--- src/rtl/pipe_stage_skid.sv ---
// rtl/pipe_stage_skid.sv - valid/ready pipeline stage with a two-entry skid buffer, flush and drop counter
module pipe_stage_skid #(
  parameter int                DATA_W     = 64,
  parameter logic [DATA_W-1:0] BUBBLE_VAL = {DATA_W{1'b0}},
  parameter int                CNT_W      = 8
) (
  input  logic              clk,
  input  logic              reset_n,
  input  logic              in_valid,
  output logic              in_ready,
  input  logic [DATA_W-1:0] in_data,
  output logic              out_valid,
  input  logic              out_ready,
  output logic [DATA_W-1:0] out_data,
  input  logic              stall,
  input  logic              flush,
  output logic [1:0]        occupancy,
  output logic [CNT_W-1:0]  drop_cnt
);

  typedef enum logic [1:0] {
    EMPTY = 2'd0,
    ONE   = 2'd1,
    FULL  = 2'd2
  } state_t;

  state_t            state, next_state;
  logic [DATA_W-1:0] main_q, main_d;
  logic [DATA_W-1:0] skid_q, skid_d;
  logic              accept, pop;
  logic [CNT_W+1:0]  drop_sum;
  logic [CNT_W+1:0]  drop_max;
  logic [CNT_W-1:0]  drop_next;

  assign out_valid = (state != EMPTY);
  assign out_data  = out_valid ? main_q : BUBBLE_VAL;
  assign occupancy = state;

  assign accept = in_valid & in_ready & ~flush;
  assign pop    = out_valid & out_ready & ~stall & ~flush;

  always_comb begin
    next_state = state;
    main_d     = main_q;
    skid_d     = skid_q;
    if (flush) begin
      next_state = EMPTY;
      main_d     = BUBBLE_VAL;
    end else begin
      case (state)
        EMPTY: begin
          if (accept) begin
            next_state = ONE;
            main_d     = in_data;
          end
        end
        ONE: begin
          if (accept && pop) begin
            main_d = in_data;
          end else if (accept) begin
            next_state = FULL;
            skid_d     = in_data;
          end else if (pop) begin
            next_state = EMPTY;
            main_d     = BUBBLE_VAL;
          end
        end
        FULL: begin
          if (pop) begin
            next_state = ONE;
            main_d     = skid_q;
          end
        end
        default: begin
          next_state = EMPTY;
          main_d     = BUBBLE_VAL;
        end
      endcase
    end
  end

  // Entries lost on flush: everything buffered plus the one offered this cycle.
  always_comb begin
    drop_max  = {2'b00, {CNT_W{1'b1}}};
    drop_sum  = {2'b00, drop_cnt} + {{CNT_W{1'b0}}, occupancy}
              + {{(CNT_W+1){1'b0}}, (in_valid & in_ready)};
    drop_next = (drop_sum > drop_max) ? {CNT_W{1'b1}} : drop_sum[CNT_W-1:0];
  end

  always_ff @(posedge clk) begin
    if (!reset_n) begin
      state    <= EMPTY;
      main_q   <= BUBBLE_VAL;
      skid_q   <= BUBBLE_VAL;
      in_ready <= 1'b1;
      drop_cnt <= '0;
    end else begin
      state    <= next_state;
      main_q   <= main_d;
      skid_q   <= skid_d;
      in_ready <= (next_state != FULL);
      if (flush) begin
        drop_cnt <= drop_next;
      end
    end
  end

endmodule

--- config.mk ---
export PLATFORM = sky130hd
export DESIGN_NAME = pipe_stage_skid
export DESIGN_NICKNAME = d
export VERILOG_FILES = /design/src/rtl/pipe_stage_skid.sv
export SDC_FILE = /design/constraint.sdc
export NUM_CORES = 1
export LEC_CHECK = 0
export ABC_AREA = 0
export BUFFER_PORTS_ARGS = -buffer_cell sky130_fd_sc_hd__buf_2
export CAP_MARGIN = 10
export CORE_MARGIN = 5
export CORE_UTILIZATION = 48
export CTS_CLUSTER_DIAMETER = 100
export DETAILED_ROUTE_END_ITERATION = 8
export PLACE_DENSITY_LB_ADDON = 0.25
export SYNTH_ARGS = -nofsm -noshare
export SYNTH_HDL_FRONTEND = slang
export SYNTH_SLANG_ARGS = --single-unit
--- constraint.sdc ---
create_clock -name clk -period 2 [get_ports clk]
set_input_delay 0.6 -clock clk [delete_from_list [all_inputs] [get_ports clk]]
set_output_delay 0.6 -clock clk [all_outputs]
set_load 0.02 [all_outputs]
==> results.cfg <==
[run]
cap_violations = 0

[global_routing]
grt_pass1_wl_um = 25610
grt_usage_pct = 21.96
grt_overflow_total = 0
grt_max_degree = 65
grt_pass1_vias = 5122
antenna_found_initial = 0

[route]
first_iter_violations = 346
wl_met2_um = 7646
highest_layer = met4
drt-total-wl_um = 15880
antenna_left = 0
wl_met1_um = 7043
dr_wl_met3_um = 957
vias_per_cell = 5.641
wire_per_inst_um = 17.07
drc = 0
vias = 5246
first_pass_iters = 5

[floorplanning]
die_area_um2 = 14510
coreArea_um2 = 11960
die_y_um = 120.4
die_w_um = 120.4
io_pins = 146
row_count = 40
initial_core_util_pct = 48.94

[sta]
finalSetupViolCount = 64
worst_slew_pin_slew_ps = 464.3
skew_ps = 4.768
setup_ws_ps = -58.74
post-route-min-period_ps = 2059
hold_viol = 0
rsz0062_at_grt = true
timing.fmax_mhz = 485.7
slew_headroom_pct = 69.05
timing.final.crit_share_pct = 102.9
slew_viol_final = 0
setup_tns_ps = -2234

[pwr]
p_leak_nw = 3.061
peakVddDrop_mv = 0.5972
power.density_nw_per_um2 = 845.4
totalPowerFinal_mw = 6.194

[synth]
syn_nets = 713
synthTopCellsByArea = dfxtp_1 (48%), o2bb2ai_1 (9.0%), nand2_1 (8.6%)
yosysSeqAreaShare_pct = 47.53
ys_types = 41
async_flop_share_pct = 0
syn_inst = 640
synth.avg_cell_area_um2 = 9.147
ys.flop_type = dfxtp_1
synth_edf_count = 0
yosysTopAreaCellShare_pct = 47.53
yosysTopAreaCell = dfxtp_1
yosys_warnings = 0
syn-cell-area_um2 = 5854
ys_seq_elements = 139

[worst_setup_path]
critical_path_class = reg -> out
cp_num_buf_inv = 3
required_ps = 1400
cp_top_family = buffers and inverters
cp_slowest_stage_delay_ps = 350
crit_path_end_kind = primary output
path_cells = nor2_4 > inv_4 > buf_12 > and2_1 > buf_2
cpMaxStageDelayCell = dfxtp_4
crit_arrival_ps = 1460
crit_path_max_fanout = 25
cp-start-kind = flip-flop

[outcome]
violations = negative setup slack
status = complete, but fails checks

[clock_tree]
cts_tree = yes
cts_max_level = 4
clockBufferDepth = 2
clk_latency_ps = 410
path_clk_slew_ps = 50
cts.sinks = 139
cts-buffers-inserted = 17
cts-root-buf = clkbuf_16

[hold_path]
min_path_type = in -> reg

[placed_design]
gp_congestion = 0.8770
dp.cells = 897
io_buffers = 145
hpwl_um = 9946

[finish]
diodes = 0
finalCoreUtilization_pct = 61.26
layout.cells.non_filler = 930
drive_gt1_share_pct = 28.10
nets = 846
area_growth_syn_to_layout_pct = 25.15
## cells in the final DEF, fill, tap and decap left out, types with 2 or more instances in the layout
| master | n |
|---|---|
| buf_4 | 15 |
| o21ai_0 | 2 |
| a22oi_2 | 4 |
| a21o_2 | 2 |
| nor2_1 | 3 |
| dfxtp_1 | 137 |
| nor3_1 | 2 |
| nand2b_1 | 3 |
| o2bb2ai_2 | 4 |
| clkbuf_1 | 5 |
| nand3_1 | 2 |
| xnor2_1 | 3 |
| a22oi_1 | 60 |
| nand3_2 | 2 |
| a21oi_1 | 71 |
| buf_12 | 10 |
| and3_1 | 2 |
| buf_2 | 140 |
| and2_1 | 63 |
| buf_6 | 2 |
| inv_1 | 4 |
| o2bb2ai_1 | 60 |
| clkbuf_16 | 17 |
| clkbuf_8 | 5 |
| dfxtp_4 | 2 |
| clkinv_2 | 2 |
| nand2_1 | 133 |
## registers in the layout, indices dropped and copies added (netlist names)
register   flops
skid_q        64
in_ready       1
drop_cnt       8
occupancy      2
main_q        64
## timing repair
action	in CTS	in global routing
setup buffers	3	0
setup endpoints to repair	65	70
pin swaps	1	1
cloned	1	0
resized for setup	11	6
hold buffers	0	0
## path summary, 6_finish.rpt
path / startpoint / to / slack (ps) / cells after the start
min: in_data[39] / skid_q[39]$_SDFFE_PN0P_ / 440 / 3
max reg2reg: occupancy[0]$_SDFF_PN0_ / drop_cnt[4]$_SDFFE_PN0P_ / 80 / 8
max: occupancy[1]$_SDFF_PN0_ / out_data[62] / -60 / 5
min reg2reg: main_q[29]$_SDFFE_PP0P_ / main_q[29]$_SDFFE_PP0P_ / 450 / 1
## where the power goes
part	internal, mW	switching (mW)	leakage (nW)	total (mW)
clock network	1.72	1.06	0.259	2.78
logic	0.221	0.313	1.67	0.534
registers	2.84	0.0396	1.13	2.88
## through the flow
stage          hold slack [ps]  area [um2]  worst slack, ps
4_1_cts                  426.2        7303           -78.46
5_1_grt                  418.3        7327           -121.9
3_5_place_dp             438.6        6701           -270.9
2_1_floorplan            424.2        5868            18.68
6_report                 440.6        7327           -58.74
3_3_place_gp             436.1        6701           -137.2
## worst reg2reg max path, delay by kind of cell (launching register included)
kind	cells	cell delay, ps
buffers and inverters	2	250
AO/OA/AOI/OAI	1	90
AND/OR/NAND/NOR	2	250
XOR/XNOR	1	170
flip-flops	1	350
adder cells (fa/ha/maj)	2	670
## cells in the mapped netlist (all sizes together) (2+ instances only)
cell	number
nand2	134
fa	2
nor2b	3
buf	40
a21oi	73
nor3	3
o2bb2ai	64
and2	64
nor2	4
xnor2	4
dfxtp	139
a22oi	64
a21o	2
nand2b	3
and3	3
o21ai	3
nand3	4
inv	6
clkbuf	14
## cells by family (layout without fill, tap and decap cells)
logic type	after synthesis	in the layout	synth area share, %
flip-flops	139	139	47.53
buffers and inverters	60	203	6.411
AO/OA/AOI/OAI	211	211	26.33
multiplexers	1	1	0.1710
adder cells (fa/ha/maj)	3	3	0.8976
XOR/XNOR	4	4	0.5984
AND/OR/NAND/NOR	222	222	18.06
## area by class of cell
cell class	count	area, um2
fillers	1002	4634
flip-flops and latches	139	2790
multi-input cells	441	2741
repair buffers	168	1064
clock buffers	27	513.0
well taps	147	183.9
inverters	6	25.02
clock inverters	2	10.01
## metal layers
layer / global-route usage [%] / vias to the layer above
met5: 0 / -
met4: 8.357 / 0
met3: 6.174 / 22
met2: 34.44 / 171
met1: 28.79 / 2531
li1: - / 2522
Note: power is estimated with default switching activity, not from simulation.
